File: src/rtl/uart_alu_pkg.sv
// Shared types and helpers for the framed UART/ALU bridge.
// Build option: CHKSUM_EN adds a trailing checksum byte to each frame.
package uart_alu_pkg;

  localparam logic [2:0] RX_A   = 3'd0;
  localparam logic [2:0] RX_B   = 3'd1;
  localparam logic [2:0] RX_OP  = 3'd2;
  localparam logic [2:0] RX_CHK = 3'd3;
  localparam logic [2:0] COMMIT = 3'd4;
  localparam logic [2:0] WAIT   = 3'd5;
  localparam logic [2:0] TX     = 3'd6;
  localparam logic [2:0] TX_ERR = 3'd7;

  localparam logic [7:0] ERR_CODE = 8'hEE;

  function automatic int nbytes(input int data_w);
    return data_w / 8;
  endfunction

  // Counter/index width that still works when only one value is needed.
  function automatic int idx_w(input int n);
    return (n > 1) ? $clog2(n) : 1;
  endfunction

endpackage

File: src/rtl/uart_alu_frame_if_if.sv
// UART RX/TX FIFO handshake bundle; master is the bridge, slave is the FIFO pair.
interface uart_alu_frame_if_if;
  logic       rd_uart;
  logic [7:0] r_data;
  logic       rx_empty;
  logic       wr_uart;
  logic [7:0] w_data;
  logic       tx_full;

  modport master (output rd_uart, wr_uart, w_data, input r_data, rx_empty, tx_full);
  modport slave  (input rd_uart, wr_uart, w_data, output r_data, rx_empty, tx_full);
endinterface

File: src/rtl/uart_byte_timeout.sv
// Inter-byte idle counter; expire flags TIMEOUT_CYC-1 idle cycles unless a clear arrives.
module uart_byte_timeout #(
  parameter int TIMEOUT_CYC = 1000000
) (
  input  logic clk,
  input  logic reset,
  input  logic clear,
  input  logic enable,
  output logic expire
);
  localparam int CNT_W = $clog2(TIMEOUT_CYC);
  localparam logic [CNT_W-1:0] LAST = CNT_W'(TIMEOUT_CYC - 1);

  logic [CNT_W-1:0] cnt;

  always_ff @(posedge clk) begin
    if (reset || clear) cnt <= '0;
    else if (enable && cnt != LAST) cnt <= cnt + 1'b1;
  end

  // A pop in the expiry cycle wins, so clear masks expire.
  assign expire = enable && !clear && (cnt == LAST);
endmodule

File: src/rtl/uart_alu_frame_if.sv
// Framed UART/ALU bridge: RX A, B, op (LSB first), commit atomically, stream result back.
// Build option: CHKSUM_EN expects an XOR checksum byte after the opcode.
//
// state  | meaning
// RX_A   | collect operand A bytes into shadow
// RX_B   | collect operand B bytes into shadow
// RX_OP  | collect opcode byte
// RX_CHK | check frame XOR (CHKSUM_EN only)
// COMMIT | load a/b/op from shadows in one cycle
// WAIT   | ALU latency, latch result on the last cycle
// TX     | push result bytes, LSB first
// TX_ERR | push ERR_CODE after a bad checksum (CHKSUM_EN only)
module uart_alu_frame_if
  import uart_alu_pkg::*;
#(
  parameter int DATA_W      = 8,
  parameter int OP_W        = 8,
  parameter int ALU_LAT     = 1,
  parameter int TIMEOUT_CYC = 1000000
) (
  input  logic                     clk,
  input  logic                     reset,
  uart_alu_frame_if_if.master      uart,
  output logic signed [DATA_W-1:0] a,
  output logic signed [DATA_W-1:0] b,
  output logic [OP_W-1:0]          op,
  input  logic signed [DATA_W-1:0] w,
  output logic                     busy
);
  localparam int NBYTES = nbytes(DATA_W);
  localparam int IDX_W  = idx_w(NBYTES);
  localparam int WAIT_W = idx_w(ALU_LAT);
  localparam logic [IDX_W-1:0]  LAST_IDX  = IDX_W'(NBYTES - 1);
  localparam logic [WAIT_W-1:0] WAIT_LOAD = WAIT_W'(ALU_LAT - 1);

  logic [2:0]        state;
  logic [IDX_W-1:0]  idx;
  logic [WAIT_W-1:0] wait_cnt;
  logic [DATA_W-1:0] shadow_a, shadow_b, result;
  logic [OP_W-1:0]   shadow_op;
  logic              in_rx, pop, expire;
`ifdef CHKSUM_EN
  logic [7:0]        chk;
`endif

  always_comb begin
    in_rx = (state == RX_A) || (state == RX_B) || (state == RX_OP) || (state == RX_CHK);
    uart.rd_uart = in_rx && !uart.rx_empty;
    uart.wr_uart = 1'b0;
    uart.w_data  = 8'h00;
    if (state == TX) begin
      uart.wr_uart = !uart.tx_full;
      uart.w_data  = result[8*idx +: 8];
    end
`ifdef CHKSUM_EN
    else if (state == TX_ERR) begin
      uart.wr_uart = !uart.tx_full;
      uart.w_data  = ERR_CODE;
    end
`endif
  end

  assign pop = uart.rd_uart;

  // busy doubles as "frame started": the timer only runs once a byte is in.
  uart_byte_timeout #(.TIMEOUT_CYC(TIMEOUT_CYC)) u_timeout (
    .clk    (clk),
    .reset  (reset),
    .clear  (pop || !busy),
    .enable (in_rx && busy),
    .expire (expire)
  );

`ifdef CHKSUM_EN
  always_ff @(posedge clk) begin
    if (reset) chk <= 8'h00;
    else if (pop) chk <= (state == RX_A && idx == '0) ? uart.r_data : (chk ^ uart.r_data);
  end
`endif

  always_ff @(posedge clk) begin
    if (reset) begin
      state     <= RX_A;
      idx       <= '0;
      wait_cnt  <= '0;
      busy      <= 1'b0;
      a         <= '0;
      b         <= '0;
      op        <= '0;
      shadow_a  <= '0;
      shadow_b  <= '0;
      shadow_op <= '0;
      result    <= '0;
    end else if (expire) begin
      state     <= RX_A;
      idx       <= '0;
      busy      <= 1'b0;
      shadow_a  <= '0;
      shadow_b  <= '0;
      shadow_op <= '0;
    end else begin
      case (state)
        RX_A: if (pop) begin
          busy <= 1'b1;
          shadow_a[8*idx +: 8] <= uart.r_data;
          idx <= (idx == LAST_IDX) ? '0 : idx + 1'b1;
          if (idx == LAST_IDX) state <= RX_B;
        end
        RX_B: if (pop) begin
          shadow_b[8*idx +: 8] <= uart.r_data;
          idx <= (idx == LAST_IDX) ? '0 : idx + 1'b1;
          if (idx == LAST_IDX) state <= RX_OP;
        end
        RX_OP: if (pop) begin
          shadow_op <= uart.r_data[OP_W-1:0];
`ifdef CHKSUM_EN
          state <= RX_CHK;
`else
          state <= COMMIT;
`endif
        end
`ifdef CHKSUM_EN
        RX_CHK: if (pop) state <= (uart.r_data == chk) ? COMMIT : TX_ERR;
        TX_ERR: if (uart.wr_uart) begin
          busy  <= 1'b0;
          state <= RX_A;
        end
`endif
        COMMIT: begin
          a        <= shadow_a;
          b        <= shadow_b;
          op       <= shadow_op;
          wait_cnt <= WAIT_LOAD;
          state    <= WAIT;
        end
        WAIT: begin
          if (wait_cnt == '0) begin
            result <= w;
            state  <= TX;
          end else begin
            wait_cnt <= wait_cnt - 1'b1;
          end
        end
        TX: if (uart.wr_uart) begin
          if (idx == LAST_IDX) begin
            idx   <= '0;
            busy  <= 1'b0;
            state <= RX_A;
          end else begin
            idx <= idx + 1'b1;
          end
        end
        default: state <= RX_A;
      endcase
    end
  end
endmodule

File: src/flat_wrapper.sv
// flat-port wrapper written by rule: the top's interface ports become plain ports
module uart_alu_frame_if_flat import uart_alu_pkg::*;
#(
  parameter int DATA_W      = 8,
  parameter int OP_W        = 8,
  parameter int ALU_LAT     = 1,
  parameter int TIMEOUT_CYC = 1000000
)
  (clk, reset, a, b, op, w, busy, uart_rd_uart, uart_wr_uart, uart_w_data, uart_r_data, uart_rx_empty, uart_tx_full);
  uart_alu_frame_if_if uart_i ();
  input  logic clk;
  input  logic reset;
  output logic signed [DATA_W-1:0] a;
  output logic signed [DATA_W-1:0] b;
  output logic [OP_W-1:0] op;
  input  logic signed [DATA_W-1:0] w;
  output logic busy;
  output wire logic [$bits(uart_i.rd_uart)-1:0] uart_rd_uart;
  output wire logic [$bits(uart_i.wr_uart)-1:0] uart_wr_uart;
  output wire logic [$bits(uart_i.w_data)-1:0] uart_w_data;
  input wire logic [$bits(uart_i.r_data)-1:0] uart_r_data;
  input wire logic [$bits(uart_i.rx_empty)-1:0] uart_rx_empty;
  input wire logic [$bits(uart_i.tx_full)-1:0] uart_tx_full;
  assign uart_rd_uart = uart_i.rd_uart;
  assign uart_wr_uart = uart_i.wr_uart;
  assign uart_w_data = uart_i.w_data;
  assign uart_i.r_data = uart_r_data;
  assign uart_i.rx_empty = uart_rx_empty;
  assign uart_i.tx_full = uart_tx_full;
  uart_alu_frame_if #(.DATA_W(DATA_W), .OP_W(OP_W), .ALU_LAT(ALU_LAT), .TIMEOUT_CYC(TIMEOUT_CYC)) u_core (.clk(clk), .reset(reset), .uart(uart_i), .a(a), .b(b), .op(op), .w(w), .busy(busy));
endmodule
File: config.mk
export PLATFORM = sky130hd
export DESIGN_NAME = uart_alu_frame_if_flat
export DESIGN_NICKNAME = d
export VERILOG_FILES = /design/src/rtl/uart_alu_pkg.sv /design/src/rtl/uart_alu_frame_if_if.sv /design/src/rtl/uart_byte_timeout.sv /design/src/rtl/uart_alu_frame_if.sv /design/src/flat_wrapper.sv
export SDC_FILE = /design/constraint.sdc
export NUM_CORES = 1
export LEC_CHECK = 0
export BUFFER_PORTS_ARGS = -buffer_cell sky130_fd_sc_hd__buf_2
export CORE_ASPECT_RATIO = 1.2
export CORE_MARGIN = 2
export CORE_UTILIZATION = 52
export DETAILED_ROUTE_END_ITERATION = 7
export HOLD_SLACK_MARGIN = 0.1
export PLACE_DENSITY = 0.84
export REMOVE_ABC_BUFFERS = 1
export SYNTH_ARGS = -nofsm -noshare
export SYNTH_HDL_FRONTEND = slang
export SYNTH_SLANG_ARGS = --single-unit
File: constraint.sdc
create_clock -name clk -period 4.8 [get_ports clk]
set_input_delay 0.24 -clock clk [delete_from_list [all_inputs] [get_ports clk]]
set_output_delay 0.24 -clock clk [all_outputs]
set_load 0.02 [all_outputs]
==> run metrics <==
MaxCap Viol Count=0; hold_buf cts=0; register area share after synthesis=49.5%; I/O Pins=55; Clock Path Buffers=2; synthesis-to-finish area growth=14.0%; Syn Std Cell Area=3230 sq um; Setup Buffers After CTS=0; crit path launch type=flop; pin count of the biggest net entering global routing=36; Detail Placement HPWL=4610 um; Worst Tran Pin Value=1.20 ns; Die X-Extent=76.0 um; Mapped Cells=397; vias after detailed routing=2,829; Post-synth EDFFs=0; Root Buffer=clkbuf_8; TritonCTS clock tree=yes; Setup TNS=0 ns; final core occ=61.3%; Initial Utilization=53.8%; Final period util=50.2%; post_cts resized=0; status=complete, no violations; most frequent cells in the layout=nand2_1, dfxtp_1, a21oi_1, buf_2, nor2_1; Port Buffers=54; # setup viols final=0; CORE AREA=6010 sq um; gpl congestion=0.814; grt total ovfl=0; CP endpoint kind=flop; WP data required=5.10 ns; area leader, netlist=dfxtp_1; DR DRC count=0; Ys Warns=0; Clock Sinks=80; # rows=31; syn_area_per_cell=8.14 sq um; most common cell after layout, fill and taps aside=nand2_1; clock transition at the registers of the reported paths=0.09 ns; Peak VDD IR=285 uV; ranking of synthesized cells by area=dfxtp_1, nand2_1, a21oi_1; htree depth=3; fmax=415 MHz; Final Hold Viols=0; ys flop type=dfxtp_1; Setup CP Type=reg2reg; first-pass GRT wire length=11,300 um; Yosys reg bits=80; Crit-path slowest cell=dfxtp_1; max-slew violation count=0; minimum clock period=2.41 ns; reg-to-reg slack, setup=2.39 ns; Distinct cells, synth=38; Worst Path Arrival=2.71 ns; total CTS buffers=9; pre-CTS setup slack=2.39 ns; Max FO, Critical Path=27; Die ar.=6870 sq um; final cell count without fillers=526; Fillers=532; Post-Route WL=6760 um; layout cells sized above 1=16.9%; Pwr per Cell Area=337 nW/um^2; Initial DRT Pass Iterations=5; Inst Count DP=510; via/cell ratio=5.38; total chip power=1.24 mW; Max-slew headroom=19.5%; leakage power total=1.38 nW; initial antenna violation count=0; diode count=0; ys async rst share=0%; post-route ant nets=0; CP Cell Sequence=nor2_1 > or3b_1 > or4_1 > nand2_1; Final nets=460; WL/cell=12.9 um; vias in the first global route=2,549; DR iter-0 viols=198; Hold Path Class=in2reg; Die Y=90.4 um; post-synth top area share=49.5%; Clk Latency, worst-skew pair=0.36 ns; Global Route Usage Sum=20.3%; final setup margin=2.39 ns; RSZ-0062 raised after global routing=no; Layout Skew=0.0108 ns; Slowest Stage Delay on Critical Path=0.83 ns
==> state kept, by name (all words and copies together) (netlist names), 8 cells and up <==
register and cells:
u_core.result 8, u_core.u_timeout.cnt 20, u_core.shadow_a 8, u_core.op 8, u_core.shadow_op 8, u_core.shadow_b 8, u_core.a 8, u_core.b 8
==> cells by family after synthesis <==
family | synth area share [%]
and+or+nand+nor | 28.3
adders and majority gates | 0.387
muxes | 2.79
DFF | 49.5
AOI/OAI and AO/OA | 13.3
xor gates and xnor gates | 1.90
buffers and inverters | 3.79
==> cells in the mapped netlist (2+ instances only) <==
| cell | count |
|---|---|
| o211ai_1 | 5 |
| nand4_1 | 5 |
| o21ai_0 | 5 |
| o21ai_1 | 4 |
| nand2_1 | 106 |
| nand2b_1 | 3 |
| nand3_1 | 17 |
| inv_1 | 2 |
| nand4bb_1 | 2 |
| nor3_1 | 4 |
| dfxtp_1 | 80 |
| a21oi_1 | 57 |
| nor2b_1 | 4 |
| o31ai_1 | 2 |
| buf_1 | 2 |
| xor2_1 | 7 |
| nor2_1 | 25 |
| buf_6 | 3 |
| nor4_1 | 2 |
| and3_1 | 11 |
| mux2i_1 | 9 |
| or3_1 | 9 |
| or4_1 | 3 |
| clkbuf_1 | 15 |
| and2_1 | 2 |
==> per-stage QoR <==
stage | hold WS [ns] | cell area (sq um)
2_1_floorplan | 0.309 | 3120
3_3_place_gp | 0.438 | 3500
3_5_place_dp | 0.445 | 3500
4_1_cts | 0.123 | 3680
5_1_grt | 0.127 | 3680
6_report | 0.139 | 3680
==> final cells by class <==
| cell class | count | area, sq um | area share (%) |
|---|---|---|---|
| multi-input cells | 292 | 1520 | 41.1 |
| clock buffers | 10 | 138 | 3.74 |
| clock inverters | 6 | 50.0 | 1.36 |
| inverters | 2 | 7.51 | 0.204 |
| flip-flops and latches | 80 | 1600 | 43.5 |
| repair buffers | 54 | 270 | 7.33 |
| well taps | 82 | 103 | 2.78 |
==> critical path: cells and delay by family (launching register included) <==
kind,cells,cell delay [ns]
simple gates,4,1.52
flops,1,0.83
==> layer usage <==
metal	vias up	wire length (um)	global-route usage, %
met5	-	0	0
met1	1319	3080	24.8
met3	16	259	6.00
met4	0	144	8.94
met2	60	3280	33.2
li1	1434	-	-
==> worst paths after layout <==
kind / startpoint / to / cells after the start
setup reg to reg: u_core.state[2] / u_core.u_timeout.cnt[5] / 4
hold reg to reg: u_core.result[7] / u_core.result[7] / 2
setup / recovery: u_core.state[2] / u_core.u_timeout.cnt[5] / 4
hold / removal: w[7] / u_core.result[7] / 3
==> power by group <==
group          total, mW  switching (mW)  internal, mW
Clock              0.468           0.260         0.208
Sequential         0.690          0.0121         0.678
Combinational     0.0854          0.0569        0.0285
Total               1.24           0.329         0.914
(Power assumes the default switching activity.)
